$ cat src/rtl/ula_seq_pkg.sv
// ula_seq_pkg: shared definitions for the ALU operation sequencer.
//   - opcode constants and class boundaries for the 4-bit ALU select code
//   - op_class_e class encoding and the op_class() helper
//   - state_e sequencer state enum
// The macro ULA_SEQ_OVF_TRAP_EN adds the HALT state used by the overflow trap.
package ula_seq_pkg;

    localparam logic [3:0] OP_ADD        = 4'h0;
    localparam logic [3:0] OP_SUB        = 4'h1;
    localparam logic [3:0] OP_MUL        = 4'h2;
    localparam logic [3:0] OP_ARITH_LAST = 4'h4;
    localparam logic [3:0] OP_LOGIC_LAST = 4'h7;
    localparam logic [3:0] OP_NOT        = 4'h8;
    localparam logic [3:0] OP_EQ         = 4'h9;
    localparam logic [3:0] OP_CMP_LAST   = 4'hE;
    localparam logic [3:0] OP_ILLEGAL    = 4'hF;

    typedef enum logic [1:0] {
        CLS_ARITH,
        CLS_LOGIC,
        CLS_UNARY,
        CLS_CMP
    } op_class_e;

    typedef enum logic [2:0] {
        ST_IDLE,
        ST_RD1,
        ST_LD1,
        ST_LD2,
        ST_EXEC,
        ST_DONE
`ifdef ULA_SEQ_OVF_TRAP_EN
        , ST_HALT
`endif
    } state_e;

    // The illegal code falls into CLS_CMP here; callers check it separately.
    function automatic op_class_e op_class(input logic [3:0] op);
        if (op <= OP_ARITH_LAST)      return CLS_ARITH;
        else if (op <= OP_LOGIC_LAST) return CLS_LOGIC;
        else if (op == OP_NOT)        return CLS_UNARY;
        else                          return CLS_CMP;
    endfunction

endpackage

$ cat src/rtl/ula_op_decode.sv
// ula_op_decode: combinational opcode classifier.
//   op_code    in  4  ALU select code
//   arity      out 2  number of stack operands consumed (1 or 2)
//   is_arith   out 1  overflow-tracked arithmetic op
//   is_cmp     out 1  compare op (writes the comparison stack)
//   is_unary   out 1  single-operand op (NOT)
//   is_illegal out 1  reserved code 1111
module ula_op_decode
    import ula_seq_pkg::*;
(
    input  logic [3:0] op_code,
    output logic [1:0] arity,
    output logic       is_arith,
    output logic       is_cmp,
    output logic       is_unary,
    output logic       is_illegal
);

    op_class_e cls;

    always_comb begin
        cls        = op_class(op_code);
        is_illegal = (op_code == OP_ILLEGAL);
        is_arith   = (cls == CLS_ARITH);
        is_unary   = (cls == CLS_UNARY);
        is_cmp     = (cls == CLS_CMP) && !is_illegal;
        arity      = is_unary ? 2'd1 : 2'd2;
    end

endmodule

$ cat src/rtl/ula_op_sequencer.sv
// ula_op_sequencer: steps one ALU operation through operand reads, execute
// and stack write-back, tracking the operand-stack depth (TOS).
//   clk, rst_n                 clock, synchronous active-low reset
//   OP_VALID_IN/OP_READY_OUT   request handshake, OP_CODE_IN the ALU code
//   DONE_OUT / ERR_OUT         one-cycle retire / reject pulses
//   TOS_SET_IN/TOS_SET_VAL_IN  load the depth counter (IDLE only)
//   TOS_OUT                    current depth; top entry lives at TOS-1
//   STACK_ADDR_OUT/STACK_WR_OUT operand-stack address and write enable
//   CTRL_REG_*/CTRL_STACK_COMP_OUT ALU operand/overflow/compare enables
//   SEL_ULA_OUT                ALU select, OVF_IN registered overflow flag
// Build option ULA_SEQ_OVF_TRAP_EN adds TRAP_OUT/TRAP_CLR_IN and a HALT state
// entered after an arithmetic op that overflowed.
module ula_op_sequencer
    import ula_seq_pkg::*;
#(
    parameter int ADDR_WIDTH = 12
) (
    input  logic                  clk,
    input  logic                  rst_n,
    input  logic                  OP_VALID_IN,
    output logic                  OP_READY_OUT,
    input  logic [3:0]            OP_CODE_IN,
    output logic                  DONE_OUT,
    output logic                  ERR_OUT,
    input  logic                  TOS_SET_IN,
    input  logic [ADDR_WIDTH-1:0] TOS_SET_VAL_IN,
    output logic [ADDR_WIDTH-1:0] TOS_OUT,
    output logic [ADDR_WIDTH-1:0] STACK_ADDR_OUT,
    output logic                  STACK_WR_OUT,
    output logic                  CTRL_REG_OP1_OUT,
    output logic                  CTRL_REG_OP2_OUT,
    output logic                  CTRL_REG_OVERFLOW_OUT,
    output logic                  CTRL_STACK_COMP_OUT,
    output logic [3:0]            SEL_ULA_OUT,
`ifdef ULA_SEQ_OVF_TRAP_EN
    output logic                  TRAP_OUT,
    input  logic                  TRAP_CLR_IN,
`endif
    input  logic                  OVF_IN
);

    state_e                  state_q, state_d;
    logic [3:0]              op_q;
    logic [ADDR_WIDTH-1:0]   tos_q;
    logic                    err_q;

    logic [3:0]              dec_op;
    logic [1:0]              dec_arity;
    logic                    dec_arith, dec_cmp, dec_unary, dec_illegal;
    logic                    accept, reject;
    logic [ADDR_WIDTH-1:0]   tos_m1, tos_m2;

    // In IDLE classify the incoming request; afterwards the latched opcode.
    assign dec_op = (state_q == ST_IDLE) ? OP_CODE_IN : op_q;

    ula_op_decode u_dec (
        .op_code    (dec_op),
        .arity      (dec_arity),
        .is_arith   (dec_arith),
        .is_cmp     (dec_cmp),
        .is_unary   (dec_unary),
        .is_illegal (dec_illegal)
    );

    assign accept = OP_VALID_IN && OP_READY_OUT;
    assign reject = dec_illegal || (tos_q < ADDR_WIDTH'(dec_arity));
    assign tos_m1 = tos_q - ADDR_WIDTH'(1);
    assign tos_m2 = tos_q - ADDR_WIDTH'(2);

`ifndef ULA_SEQ_OVF_TRAP_EN
    logic unused_ovf;
    assign unused_ovf = OVF_IN;
`endif

    always_ff @(posedge clk) begin
        if (!rst_n) begin
            state_q <= ST_IDLE;
            op_q    <= 4'h0;
            tos_q   <= '0;
            err_q   <= 1'b0;
        end else begin
            state_q <= state_d;
            err_q   <= accept && reject;
            if (accept && !reject)
                op_q <= OP_CODE_IN;
            if (state_q == ST_IDLE && TOS_SET_IN)
                tos_q <= TOS_SET_VAL_IN;
            else if (state_q == ST_EXEC && !dec_unary)
                tos_q <= tos_m1;   // two operands consumed, one result pushed
        end
    end

    always_comb begin
        state_d = state_q;
        case (state_q)
            ST_IDLE: if (accept && !reject) state_d = ST_RD1;
            ST_RD1:  state_d = ST_LD1;
            ST_LD1:  state_d = dec_unary ? ST_EXEC : ST_LD2;
            ST_LD2:  state_d = ST_EXEC;
            ST_EXEC: state_d = ST_DONE;
`ifdef ULA_SEQ_OVF_TRAP_EN
            ST_DONE: state_d = (dec_arith && OVF_IN) ? ST_HALT : ST_IDLE;
            ST_HALT: if (TRAP_CLR_IN) state_d = ST_IDLE;
`else
            ST_DONE: state_d = ST_IDLE;
`endif
            default: state_d = ST_IDLE;
        endcase
    end

    // Outputs are forced low whenever rst_n is low so that an operation cut
    // off by reset can never write the stack or report completion.
    always_comb begin
        OP_READY_OUT          = 1'b0;
        DONE_OUT              = 1'b0;
        ERR_OUT               = 1'b0;
        TOS_OUT               = '0;
        STACK_ADDR_OUT        = '0;
        STACK_WR_OUT          = 1'b0;
        CTRL_REG_OP1_OUT      = 1'b0;
        CTRL_REG_OP2_OUT      = 1'b0;
        CTRL_REG_OVERFLOW_OUT = 1'b0;
        CTRL_STACK_COMP_OUT   = 1'b0;
        SEL_ULA_OUT           = 4'h0;
`ifdef ULA_SEQ_OVF_TRAP_EN
        TRAP_OUT              = 1'b0;
`endif
        if (rst_n) begin
            TOS_OUT = tos_q;
            ERR_OUT = err_q;
            case (state_q)
                ST_IDLE: OP_READY_OUT = !TOS_SET_IN;
                ST_RD1:  STACK_ADDR_OUT = tos_m1;
                ST_LD1: begin
                    CTRL_REG_OP1_OUT = 1'b1;
                    STACK_ADDR_OUT   = tos_m2;
                    SEL_ULA_OUT      = op_q;
                end
                ST_LD2: begin
                    CTRL_REG_OP2_OUT = 1'b1;
                    STACK_ADDR_OUT   = tos_m2;
                    SEL_ULA_OUT      = op_q;
                end
                ST_EXEC: begin
                    SEL_ULA_OUT           = op_q;
                    STACK_ADDR_OUT        = dec_unary ? tos_m1 : tos_m2;
                    STACK_WR_OUT          = 1'b1;
                    CTRL_REG_OVERFLOW_OUT = dec_arith;
                    CTRL_STACK_COMP_OUT   = dec_cmp;
                end
                ST_DONE: begin
                    DONE_OUT    = 1'b1;
                    SEL_ULA_OUT = op_q;
                end
`ifdef ULA_SEQ_OVF_TRAP_EN
                ST_HALT: TRAP_OUT = 1'b1;
`endif
                default: ;
            endcase
        end
    end

endmodule

$ cat config.mk
export PLATFORM = sky130hd
export DESIGN_NAME = ula_op_sequencer
export DESIGN_NICKNAME = d
export VERILOG_FILES = /design/src/rtl/ula_seq_pkg.sv /design/src/rtl/ula_op_decode.sv /design/src/rtl/ula_op_sequencer.sv
export SDC_FILE = /design/constraint.sdc
export NUM_CORES = 1
export LEC_CHECK = 0
export BUFFER_PORTS_ARGS = -buffer_cell sky130_fd_sc_hd__buf_4
export CAP_MARGIN = 10
export CORE_MARGIN = 4
export CORE_UTILIZATION = 40
export CTS_CLUSTER_DIAMETER = 60
export DETAILED_ROUTE_END_ITERATION = 7
export SLEW_MARGIN = 25
export SYNTH_ARGS = -nofsm -noshare
export SYNTH_HDL_FRONTEND = slang
export SYNTH_SLANG_ARGS = --single-unit
$ cat constraint.sdc
create_clock -name clk -period 3.8 [get_ports clk]
set_input_delay 0.19 -clock clk [delete_from_list [all_inputs] [get_ports clk]]
set_output_delay 0.19 -clock clk [all_outputs]
set_load 0.02 [all_outputs]
* Yosys cells after proc, flatten, opt, wreduce, memory -nomap -nowiden
Index checks and enable logic that the tools add are counted.
Word-level totals: input bits 21, logic and storage cells 66, output and inout port bits 36, register bits after elaboration 20
Cells by class: $lt $le $gt $ge 3, add/sub/neg operators 2, equality and inequality tests 10, mux-type cells 31, reduce and logical (&&, ||, !) cells 16
Operator list (number):
- 2-to-1 mux 12 bit | 5
- case mux 12 bit (3 select lines) | 1
- 2-to-1 mux 1 bit | 16
- case mux 3 bit (5 select lines) | 1
- < comparator 12 x 2 -> 1 bit | 1
- 2-to-1 mux 4 bit | 3
- subtractor 12 x 1 -> 12 bit (second input constant) | 1
- subtractor 12 x 2 -> 12 bit (second input constant) | 1
- equality test 4 bit (second input constant) | 2
- less-or-equal comparator 4 x 3 -> 1 bit (second input constant) | 2
- equality test 3 x 2 -> 1 bit (second input constant) | 2
- equality test 3 bit (second input constant) | 2
- logical AND 1 bit | 6
- 2-to-1 mux 2 bit | 3
- 2-to-1 mux 3 bit | 2
- equality test 2 bit (second input constant) | 2
- zero test 1 bit | 4
- OR reduction 4 bit | 1
- equality test 3 x 1 -> 1 bit (second input constant) | 1
- zero test 3 bit | 1
- zero test 2 bit | 1
- inequality test 2 x 1 -> 1 bit (second input constant) | 1
- nonzero test 2 bit | 1
- OR reduction 2 bit | 1
- logical OR 1 bit | 1

* Logic depth before layout (Yosys ltp)
depth after elaboration 14, depth in mapped cells 9, depth with buffers taken out 7

* Modules after synthesis
From an unflattened synthesis, not the netlist that was laid out.
Unflattened totals: cell total of the unflattened synthesis 255, area, all modules 1793.0 um2
By module, submodules not included:
- ula_op_sequencer | area each 1730.4 um2, cells an instance 247, sequential area each 400.4 um2, instances 1
- ula_op_decode | area each 62.6 um2, cells an instance 8, sequential area each 0.0 um2, instances 1

* Least setup slack after synthesis
OpenSTA, ideal clock, no wires.
path kind flip-flop to output port, from reg tos_q[2], to out STACK_ADDR_OUT[11], required time 3.610 ns, arrival 2.193 ns, slack 1.417 ns, cell stages (with the launch flop) 9, buffers on the path 2, path through dfxtp_1 buf_6 inv_1 ha_1 or3b_2 clkbuf_1 nor3_1 a21oi_1 a311oi_1
Between the ends: cells in the longest elaborated chain, start to end 4
Ends and longest elaborated chain:
- from (decl) | RTL line ula_op_sequencer.sv:44 | logic [ADDR_WIDTH-1:0] tos_q;
- from (signal assigned) | RTL line ula_op_sequencer.sv:89 | tos_q <= tos_m1;
- subtractor 12 x 2 -> 12 bit or subtractor 12 x 1 -> 12 bit (tied branches) | RTL line ula_op_sequencer.sv:68, ula_op_sequencer.sv:67
- 2-to-1 mux 12 bit | RTL line ula_op_sequencer.sv:146 | STACK_ADDR_OUT = dec_unary ? tos_m1 : tos_m2;
- case mux 12 bit (3 select lines) * | RTL line ula_op_sequencer.sv:131 | case (state_q)
- 2-to-1 mux 12 bit * | RTL line ula_op_sequencer.sv:128 | if (rst_n) begin
- to (decl) | RTL line ula_op_sequencer.sv:28 | output logic [ADDR_WIDTH-1:0] STACK_ADDR_OUT,
Mark *: on every way between the ends. The rest lies on a longest branch, timed or not.

* Final worst setup path
from reg state_q[2], to out STACK_ADDR_OUT[3]
Between the ends: cells in the longest elaborated chain, start to end 10
Ends and longest elaborated chain:
- from (decl) | RTL line ula_op_sequencer.sv:42 | state_e state_q, state_d;
- from (signal assigned) | RTL line ula_op_sequencer.sv:82 | state_q <= state_d;
- branches (longest 8 deep; another with less-or-equal comparator 4 x 3 -> 1 bit)
- case mux 12 bit (3 select lines) * | RTL line ula_op_sequencer.sv:131
- 2-to-1 mux 12 bit * | RTL line ula_op_sequencer.sv:128
Every way passes the cells marked *.

==> flow_summary.json <==
{
  "outcome": "finished, final reports clean",
  "synth_area_leaders": "dfxtp_1 21%, a21oi_1 6.1%, o21ai_0 5.6%, and2_1 4.7%, nor2_1 4.4%",
  "crit_chain": "nor3b_1 -> o21ai_1 -> o21ai_0 -> a21oi_1 -> a311oi_1 -> buf_4",
  "htree_levels": 1,
  "drc": 0,
  "cts_tree": "built",
  "fmax_ghz": 0.3261,
  "slew_viol_final": 0,
  "timing.final.crit_share": 0.8069,
  "worstPathRequired_ns": 3.61,
  "grtUsageTotal": 0.2061,
  "worstSetupPathType": "reg -> out",
  "root_buffer": "clkbuf_8",
  "vias_per_cell": 5.946,
  "tns_ns": 0,
  "rows": 24,
  "final.fill_count": 477,
  "synth_seq_cells": 20,
  "hold_buffers": 0,
  "vias": 2087,
  "synth_area_um2": 1879,
  "drt_iter0_markers": 179,
  "antenna-diode-count": 0,
  "multi_input_area_um2": 1334,
  "post-cts-setup-buffers": 0,
  "synth.yosys.warnings": 0,
  "cp.arrival_ns": 2.88,
  "ctsResizeCount": 0,
  "place_ws_ns": 1.142,
  "setup_violations": 0,
  "die-area_um2": 5859,
  "cts_buffers": 3,
  "clockBufferDepth": 2,
  "start_kind": "flop",
  "seq_area_um2": 400.4,
  "hold_viol_final": 0,
  "syn2layout_area_growth_pct": 22.84,
  "synth_edf_count": 0,
  "routed_wl_um": 5930,
  "synth_cell_type_count": 57,
  "critPathMaxFanout": 15,
  "worst_pin_slew_ns": 0.8552,
  "skew_ns": 0.005977,
  "antenna_left": 0,
  "layout-drive-gt1-share": 0.2575,
  "crit_buf_inv": 1,
  "synth-seq-area-share": 0.2130,
  "yosys.area.top_type": "dfxtp_1",
  "cts_sinks": 20,
  "dr.pass1.iters": 4,
  "synthesis.instances": 259,
  "grt_pass1_vias": 2006,
  "synth_nets": 283,
  "gr-total-overflow": 0,
  "antenna_found_initial": 0,
  "port_buffers": 55,
  "nets": 324,
  "coreArea_um2": 4444,
  "dp_hpwl_um": 4402,
  "insertion_delay_ns": 0.26,
  "ys.flop_type": "dfxtp_1",
  "grt_pass1_wl_um": 9949,
  "io_pins": 57,
  "slowest_stage": "dfxtp_1",
  "end_kind": "output pin",
  "min_period_ns": 3.066,
  "wl_per_cell_um": 16.89,
  "gp_congestion": 0.9323,
  "grt_start_max_net_pins": 24,
  "die_w_um": 76.55,
  "fin_ws_ns": 0.7339,
  "cp_slowest_stage_delay_ns": 0.63,
  "clk_pin_slew_ns": 0.08,
  "ir_worst_vdd_mv": 0.1436,
  "power.leakage_uw": 0.0009308,
  "synth.avg_cell_area_um2": 7.256,
  "start_util": 0.4229,
  "slew_headroom": 0.4261,
  "synth_top_cell_area_share": 0.2130,
  "maxCapViolCount": 0,
  "ys_async_sr_fraction": 0,
  "reg2reg_setup_slack_ns": 1.46,
  "rsz0062_at_grt": "no",
  "powerDensity_nw_per_um2": 314.7,
  "worst_hold_path_type": "in -> reg",
  "fp.dieH_um": 76.55,
  "critPathTopFamily": "compound AO/OA/AOI/OAI gates"
}
==> synth_stat cells (4+ instances only) <==
library cell / n
a21oi_1: 23
a311oi_1: 6
a31oi_1: 4
a32oi_1: 4
and2_1: 14
buf_2: 5
clkbuf_1: 8
dfxtp_1: 20
inv_1: 9
mux2i_1: 4
nand2_1: 20
nand2b_1: 4
nand4_1: 5
nor2_1: 22
nor3_1: 11
o21ai_0: 21
o21ai_1: 5
o22ai_1: 5
or3_1: 4
==> cell type report <==
cell class / count / share of cell area
tap: 52 / 0.02818
timing repair buffer: 56 / 0.1821
clock buffer: 4 / 0.02385
inverter: 9 / 0.01463
multi-input combinational: 210 / 0.5778
sequential: 20 / 0.1734
==> state kept, by name, summed over array words and instances, names as in the netlist <==
register,cells
tos_q,12
op_q,4
err_q,1
state_q,3
==> worst register-to-register path: cells and delay by family, from the launching register on <==
kind / cells / cell delay [ns]
compound gates: 3 / 0.97
flops: 1 / 0.63
simple gates: 2 / 0.61
==> kinds of logic (layout without fill, tap and decap cells) <==
logic type               count (synthesis)  in the layout  share of synthesized area
adder cells (fa/ha/maj)                  3              3                    0.01998
flip-flops                              20             20                     0.2130
XOR/XNOR                                 1              1                   0.004661
AND/OR/NAND/NOR                        109            109                     0.3282
AO/OA/AOI/OAI                           92             92                     0.3282
buffers and inverters                   29             69                    0.07723
multiplexers                             5              5                    0.02863
==> per-stage QoR <==
stage	cell area [um2]	instances	power, uW	hold WS [ns]	util
3_5_place_dp	2253	347	560.2	0.4455	0.5070
4_1_cts	2308	351	731.1	0.1705	0.5194
3_3_place_gp	2253	347	560.1	0.4387	0.5070
5_1_grt	2308	351	776.9	0.1732	0.5194
6_report	2308	351	726.4	0.1703	0.5194
2_1_floorplan	1879	259	480.3	0.3321	-
==> layout by cell type (no fill, tap or decap), drive strengths merged, types with 3 or more instances in the layout <==
cell,n
a21oi,23
and2,14
dfxtp,20
clkbuf,4
nand2,20
and3,3
or3,5
mux2i,5
inv,9
nor2b,3
nor4b,3
ha,3
o22ai,5
nand4,5
a221oi,3
nor2,24
a311oi,6
o21ai,26
a211oi,3
nor3,13
or4b,3
a32oi,4
nand2b,4
o211ai,3
a31oi,4
buf,56
nand3,3
==> per-layer routing <==
layer | global-route usage | routed length (um)
met2 | 0.3172 | 2680
met1 | 0.2871 | 2767
met3 | 0.04492 | 423
met4 | 0.05978 | 58
met5 | 0 | 0
==> path summary, 6_finish.rpt <==
kind                            cells past startpoint                endpoint               startpoint
worst max-delay path                                6       STACK_ADDR_OUT[3]  state_q[2]$_SDFFE_PN0P_
worst min-delay path                                3   tos_q[0]$_SDFFE_PN0P_        TOS_SET_VAL_IN[0]
worst min register to register                      2  tos_q[10]$_SDFFE_PN0P_   tos_q[10]$_SDFFE_PN0P_
worst max register to register                      5   tos_q[4]$_SDFFE_PN0P_  state_q[2]$_SDFFE_PN0P_
==> power by group <==
part / internal (uW) / leakage, uW / switching, uW
sequential: 227 / 0.000164 / 39.2
combinational: 117 / 0.000738 / 176
clock: 92.3 / 0.0000288 / 75.2
total: 436 / 0.000931 / 290
Power figures use the tool's default switching activity.
